**src/rtl/wb_port_arbiter.sv**
```systemverilog
// wb_port_arbiter: shares the register-file write port between load completions and parked/direct ALU results.
module wb_port_arbiter #(
  parameter int FIFO_DEPTH = 2
) (
  input  logic        clk,
  input  logic        rst,
  input  logic        alu_valid_i,
  input  logic [4:0]  alu_rd_i,
  input  logic [31:0] alu_data_i,
  output logic        stall_o,
  input  logic        ld_issue_i,
  input  logic [2:0]  ld_funct3_i,
  input  logic [4:0]  ld_rd_i,
  input  logic [1:0]  ld_offset_i,
  output logic        ld_ready_o,
  output logic        ld_pending_o,
  output logic [4:0]  ld_pending_rd_o,
  output logic        ld_err_o,
  input  logic        mem_rvalid_i,
  input  logic [31:0] mem_rdata_i,
  output logic        reg_we_o,
  output logic [4:0]  reg_waddr_o,
  output logic [31:0] reg_wdata_o
);
  localparam int AW = $clog2(FIFO_DEPTH);
  localparam logic [AW:0] FULL = (AW+1)'(FIFO_DEPTH);
  typedef enum logic {IDLE, WAIT} state_t;
  state_t state_q, state_d;
  logic [2:0] f3_q, f3_d;
  logic [4:0] rd_q, rd_d;
  logic [1:0] off_q, off_d;
  logic [AW-1:0] wr_ptr_q, wr_ptr_d, rd_ptr_q, rd_ptr_d;
  logic [AW:0] cnt_q, cnt_d;
  logic [36:0] fifo_q [FIFO_DEPTH];
  logic we_q, we_d, err_q, err_d;
  logic [4:0] waddr_q, waddr_d;
  logic [31:0] wdata_q, wdata_d, ld_data;
  logic [7:0] byte_s;
  logic [15:0] half_s;
  logic [36:0] head;
  logic illegal, ld_done, alu_acc, direct, push, pop;
  always_comb begin
    illegal = ld_funct3_i == 3'b011 || ld_funct3_i[2:1] == 2'b11 ||
              (ld_funct3_i[1:0] == 2'b01 && ld_offset_i[0]) ||
              (ld_funct3_i == 3'b010 && ld_offset_i != 2'd0);
    byte_s  = mem_rdata_i[8*off_q +: 8];
    half_s  = off_q[1] ? mem_rdata_i[31:16] : mem_rdata_i[15:0];
    ld_data = f3_q == 3'b000 ? {{24{byte_s[7]}}, byte_s} :
              f3_q == 3'b001 ? {{16{half_s[15]}}, half_s} :
              f3_q == 3'b100 ? {24'd0, byte_s} :
              f3_q == 3'b101 ? {16'd0, half_s} : mem_rdata_i;
    stall_o = cnt_q == FULL;
    ld_done = state_q == WAIT && mem_rvalid_i;
    alu_acc = alu_valid_i && !stall_o && alu_rd_i != 5'd0;
    pop     = !ld_done && cnt_q != '0;
    direct  = !ld_done && cnt_q == '0 && alu_acc;
    push    = alu_acc && !direct;
    head    = fifo_q[rd_ptr_q];
    // a load to x0 still wins the port cycle but writes nothing
    we_d    = (ld_done && rd_q != 5'd0) || pop || direct;
    waddr_d = !we_d ? waddr_q : ld_done ? rd_q : pop ? head[36:32] : alu_rd_i;
    wdata_d = !we_d ? wdata_q : ld_done ? ld_data : pop ? head[31:0] : alu_data_i;
    wr_ptr_d = push ? wr_ptr_q + 1'b1 : wr_ptr_q;
    rd_ptr_d = pop ? rd_ptr_q + 1'b1 : rd_ptr_q;
    cnt_d    = push && !pop ? cnt_q + 1'b1 : !push && pop ? cnt_q - 1'b1 : cnt_q;
    err_d    = state_q == IDLE && ld_issue_i && illegal;
    state_d  = state_q == IDLE && ld_issue_i && !illegal ? WAIT : ld_done ? IDLE : state_q;
    f3_d     = state_q == IDLE && ld_issue_i ? ld_funct3_i : f3_q;
    rd_d     = state_q == IDLE && ld_issue_i ? ld_rd_i : rd_q;
    off_d    = state_q == IDLE && ld_issue_i ? ld_offset_i : off_q;
    ld_ready_o      = state_q == IDLE;
    ld_pending_o    = state_q == WAIT;
    ld_pending_rd_o = state_q == WAIT ? rd_q : 5'd0;
    ld_err_o    = err_q;
    reg_we_o    = we_q;
    reg_waddr_o = waddr_q;
    reg_wdata_o = wdata_q;
  end
  always_ff @(posedge clk) begin
    if (rst) begin
      state_q  <= IDLE;
      f3_q     <= '0;
      rd_q     <= '0;
      off_q    <= '0;
      wr_ptr_q <= '0;
      rd_ptr_q <= '0;
      cnt_q    <= '0;
      we_q     <= 1'b0;
      waddr_q  <= '0;
      wdata_q  <= '0;
      err_q    <= 1'b0;
    end else begin
      state_q  <= state_d;
      f3_q     <= f3_d;
      rd_q     <= rd_d;
      off_q    <= off_d;
      wr_ptr_q <= wr_ptr_d;
      rd_ptr_q <= rd_ptr_d;
      cnt_q    <= cnt_d;
      we_q     <= we_d;
      waddr_q  <= waddr_d;
      wdata_q  <= wdata_d;
      err_q    <= err_d;
    end
  end
  always_ff @(posedge clk) begin
    if (!rst && push) fifo_q[wr_ptr_q] <= {alu_rd_i, alu_data_i};
  end
endmodule
```
**config.mk**
```make
export PLATFORM = sky130hd
export DESIGN_NAME = wb_port_arbiter
export DESIGN_NICKNAME = d
export VERILOG_FILES = /design/src/rtl/wb_port_arbiter.sv
export SDC_FILE = /design/constraint.sdc
export NUM_CORES = 1
export LEC_CHECK = 0
export CORE_MARGIN = 4
export CORE_UTILIZATION = 46
export DETAILED_ROUTE_END_ITERATION = 8
export PLACE_DENSITY_LB_ADDON = 0.1
export SETUP_SLACK_MARGIN = 0.15
export SLEW_MARGIN = 15
export SYNTH_ARGS = -nofsm -noshare
export SYNTH_HDL_FRONTEND = slang
export SYNTH_SLANG_ARGS = --single-unit
```
**constraint.sdc**
```tcl
create_clock -name clk -period 4.5 [get_ports clk]
set_clock_uncertainty 0.05 [all_clocks]
set_input_delay 0.9 -clock clk [delete_from_list [all_inputs] [get_ports clk]]
set_output_delay 0.9 -clock clk [all_outputs]
set_load 0.01 [all_outputs]
```
==> flow_summary.ini <==
[logic_synthesis]
ys.flop_type = edfxtp_1
yosysSeqAreaShare_pct = 53.7
ys_async_sr_fraction_pct = 0
synth-warning-count = 0
syn_area_per_cell_um2 = 10.8
syn-instance-count = 572
synthesis.area_um2 = 6190
synth-seq-cells = 129
synth_enable_flop_cells = 74
syn-num-nets = 657
yosysUniqueCellTypes = 50

[setup_path]
critPathArrivalTime_ns = 3.29
reg2reg_to = reg_wdata_o[31]
worstPathRequired_ns = 4.73
r2r_slack_ns = 1.69
cp-end-kind = flop
start_kind = input port
cp_max_fo = 22
rr_startpoint = off_q[1]
reg2reg_depth = 4
critPathKind = in2reg

[place]
portBuffers = 130
place_congestion = 0.975
place_ws_ns = 1.09
post-dp-hpwl_mm = 12.8

[sta]
max_freq_ghz = 0.327
worst_pin_slew_ns = 1.07
drv_slew = 0
rsz0062_at_grt = no
tns_ns = 0
worst_slack_ns = 1.44
final_hold_viol_count = 0
slew_headroom_pct = 28.5
min_period_over_period_pct = 68.0
setup_viol = 0
fin_crit_ns = 3.06

[grt]
grt_max_degree = 46
grt_pass1_vias = 5195
grt_pass1_wl_mm = 28.0
overflow = 0
grt_util_all_layers_pct = 24.3
antenna_found_initial = 0

[min_path]
min_from = reg_wdata_o[18]
holdPathStages = 2
hold_class = reg2reg
whs_endpoint = reg_wdata_o[18]

[die]
std_cell_rows = 42
die-area_um2 = 15400
io_pins = 131
die_x_um = 124
die_height_um = 124
start_util_pct = 46.9
core_area_um2 = 13200

[power_and_ir_drop]
power_leakage_nw = 2.82
pwr_density_cell_nw_per_um2 = 514
vdd_drop_max_mv = 0.276

[finish]
multiInputGateArea_um2 = 2580
area_growth_pct = 32.9
final_nets = 769
nFillCells = 1071
antenna_cells = 0
drive_gt1_share_pct = 10.9
regArea_um2 = 3320

[detailed_routing]
viasPerCell = 5.90
wl_per_cell_um = 20.8
route.detailed.drc = 0
drtIter0Drc = 570
ant_nets = 0
totalWireLength_mm = 18.2
first_pass_iters = 5
vias = 5148

[clocking]
ctsResizeCount = 0
cts.clk_slew.worst_paths_ns = 0.05
clk_latency_ns = 0.41
cts_tree = yes
post_cts_buffers = 0
clock-sinks = 129
cts_hold_buf = 0
htreeDepth = 4
numCtsBuffers = 17
cts-root-buf = clkbuf_16
clock_path_buffers = 2

[run]
cap_violations = 0

[outcome]
status = complete, no violations
==> registers in the layout, indices dropped and copies added, names as in the netlist, 2 cells and up, named ones only <==
name,count
cnt_q,2
f3_q,3
fifo_q,74
off_q,2
rd_q,5
reg_waddr_o,5
reg_wdata_o,32
==> metal layers <==
layer	global-route usage [%]	vias to the layer above	wire length, um
met1	30.4	2482	7450
met4	9.92	0	447
met3	5.00	32	1240
met2	41.0	217	9040
met5	0	-	0
li1	-	2417	-
==> final cells by class <==
type	count	share of cell area (%)
Clock inverter	9	1.58
Tap cell	176	2.68
Timing Repair Buffer	146	17.4
Clock buffer	23	5.81
Inverter	15	0.684
Sequential cell	129	40.4
Multi-Input combinational cell	375	31.4
==> Yosys cell counts, types with 3 or more instances <==
library cell,count,area (um^2)
a211oi_2,10,125
a31o_2,3,26.3
nor2b_1,9,56.3
a221oi_1,7,61.3
o2111ai_1,4,35.0
nor3_1,33,165
o221ai_1,4,35.0
inv_1,15,56.3
o41ai_1,3,26.3
xor2_1,4,35.0
buf_1,4,15.0
and2_1,6,37.5
o21ai_0,5,25.0
dfxtp_1,55,1100
a21oi_1,53,265
o32ai_2,10,163
nor2_1,29,109
nand3_1,3,15.0
edfxtp_1,74,2220
a311oi_1,9,78.8
a2111oi_0,3,26.3
nand2_1,59,221
nor4bb_1,3,30.0
clkbuf_1,27,101
mux2i_1,41,410
o32ai_1,12,105
buf_2,20,100
nand2b_1,3,18.8
or3_1,8,50.1
o22ai_1,5,31.3
a211oi_1,17,128
nor4b_1,3,26.3
o211ai_1,10,75.1
==> power breakdown <==
group / total (mW) / switching, mW / internal [mW]
Combinational: 1.23 / 0.636 / 0.596
Clock: 1.40 / 0.488 / 0.914
Sequential: 1.60 / 0.176 / 1.42
Total: 4.23 / 1.30 / 2.93
==> metrics by stage <==
step           cells  instance area [um^2]  hold slack, ns  util [%]  power, mW
6_report         873                  8230           0.440      62.4       4.23
5_1_grt          873                  8230           0.454      62.4       4.43
2_1_floorplan    572                  6190           0.408         -       2.28
3_3_place_gp     841                  7620           0.426      57.8       2.83
3_5_place_dp     841                  7620           0.418      57.8       2.84
4_1_cts          873                  8230           0.436      62.4       4.25
==> placed cells by master (no fill, tap or decap), types with 4 or more instances in the layout <==
cell and instances:
a211oi_2 10, a221oi_1 7, dfxtp_1 54, o221ai_1 4
nand2_1 59, inv_1 15, nor2_1 28, or3_1 8
o32ai_1 12, edfxtp_1 74, a311oi_1 9, a21oi_1 53
buf_4 15, and2_1 6, clkbuf_16 17, o32ai_2 10
xor2_1 4, o21ai_0 5, o22ai_1 5, clkdlybuf4s50_1 130
o211ai_1 10, a211oi_1 17, o2111ai_1 4, nor2b_1 9
nor3_1 32, mux2i_1 41
==> cells by family after synthesis <==
group,after synthesis,share of synthesized area [%]
AO/OA/AOI/OAI,163,20.9
XOR/XNOR,4,0.566
adder cells (fa/ha/maj),1,0.202
buffers and inverters,68,4.77
flip-flops,129,53.7
multiplexers,42,7.00
AND/OR/NAND/NOR,165,12.8
==> worst max-delay path, cell delays in order <==
cell and delay (ns):
clkdlybuf4s50_1 0.58, nand2_1 0.40, and4_1 0.35, nor2_2 0.49, buf_4 0.42, o32ai_1 0.13
==> how the worst max path moves through the flow <==
stage,start,endpoint,slack [ns],cells after the start
after floorplan,rst,fifo_q[0][0],1.24,3
after global placement,mem_rvalid_i,reg_wdata_o[18],1.13,6
after detailed placement,mem_rvalid_i,reg_wdata_o[25],1.09,6
after CTS,cnt_q[1],stall_o,1.46,2
after global routing,mem_rvalid_i,reg_wdata_o[14],1.35,6
final,mem_rvalid_i,reg_wdata_o[25],1.44,6
Power figures use the tool's default switching activity.
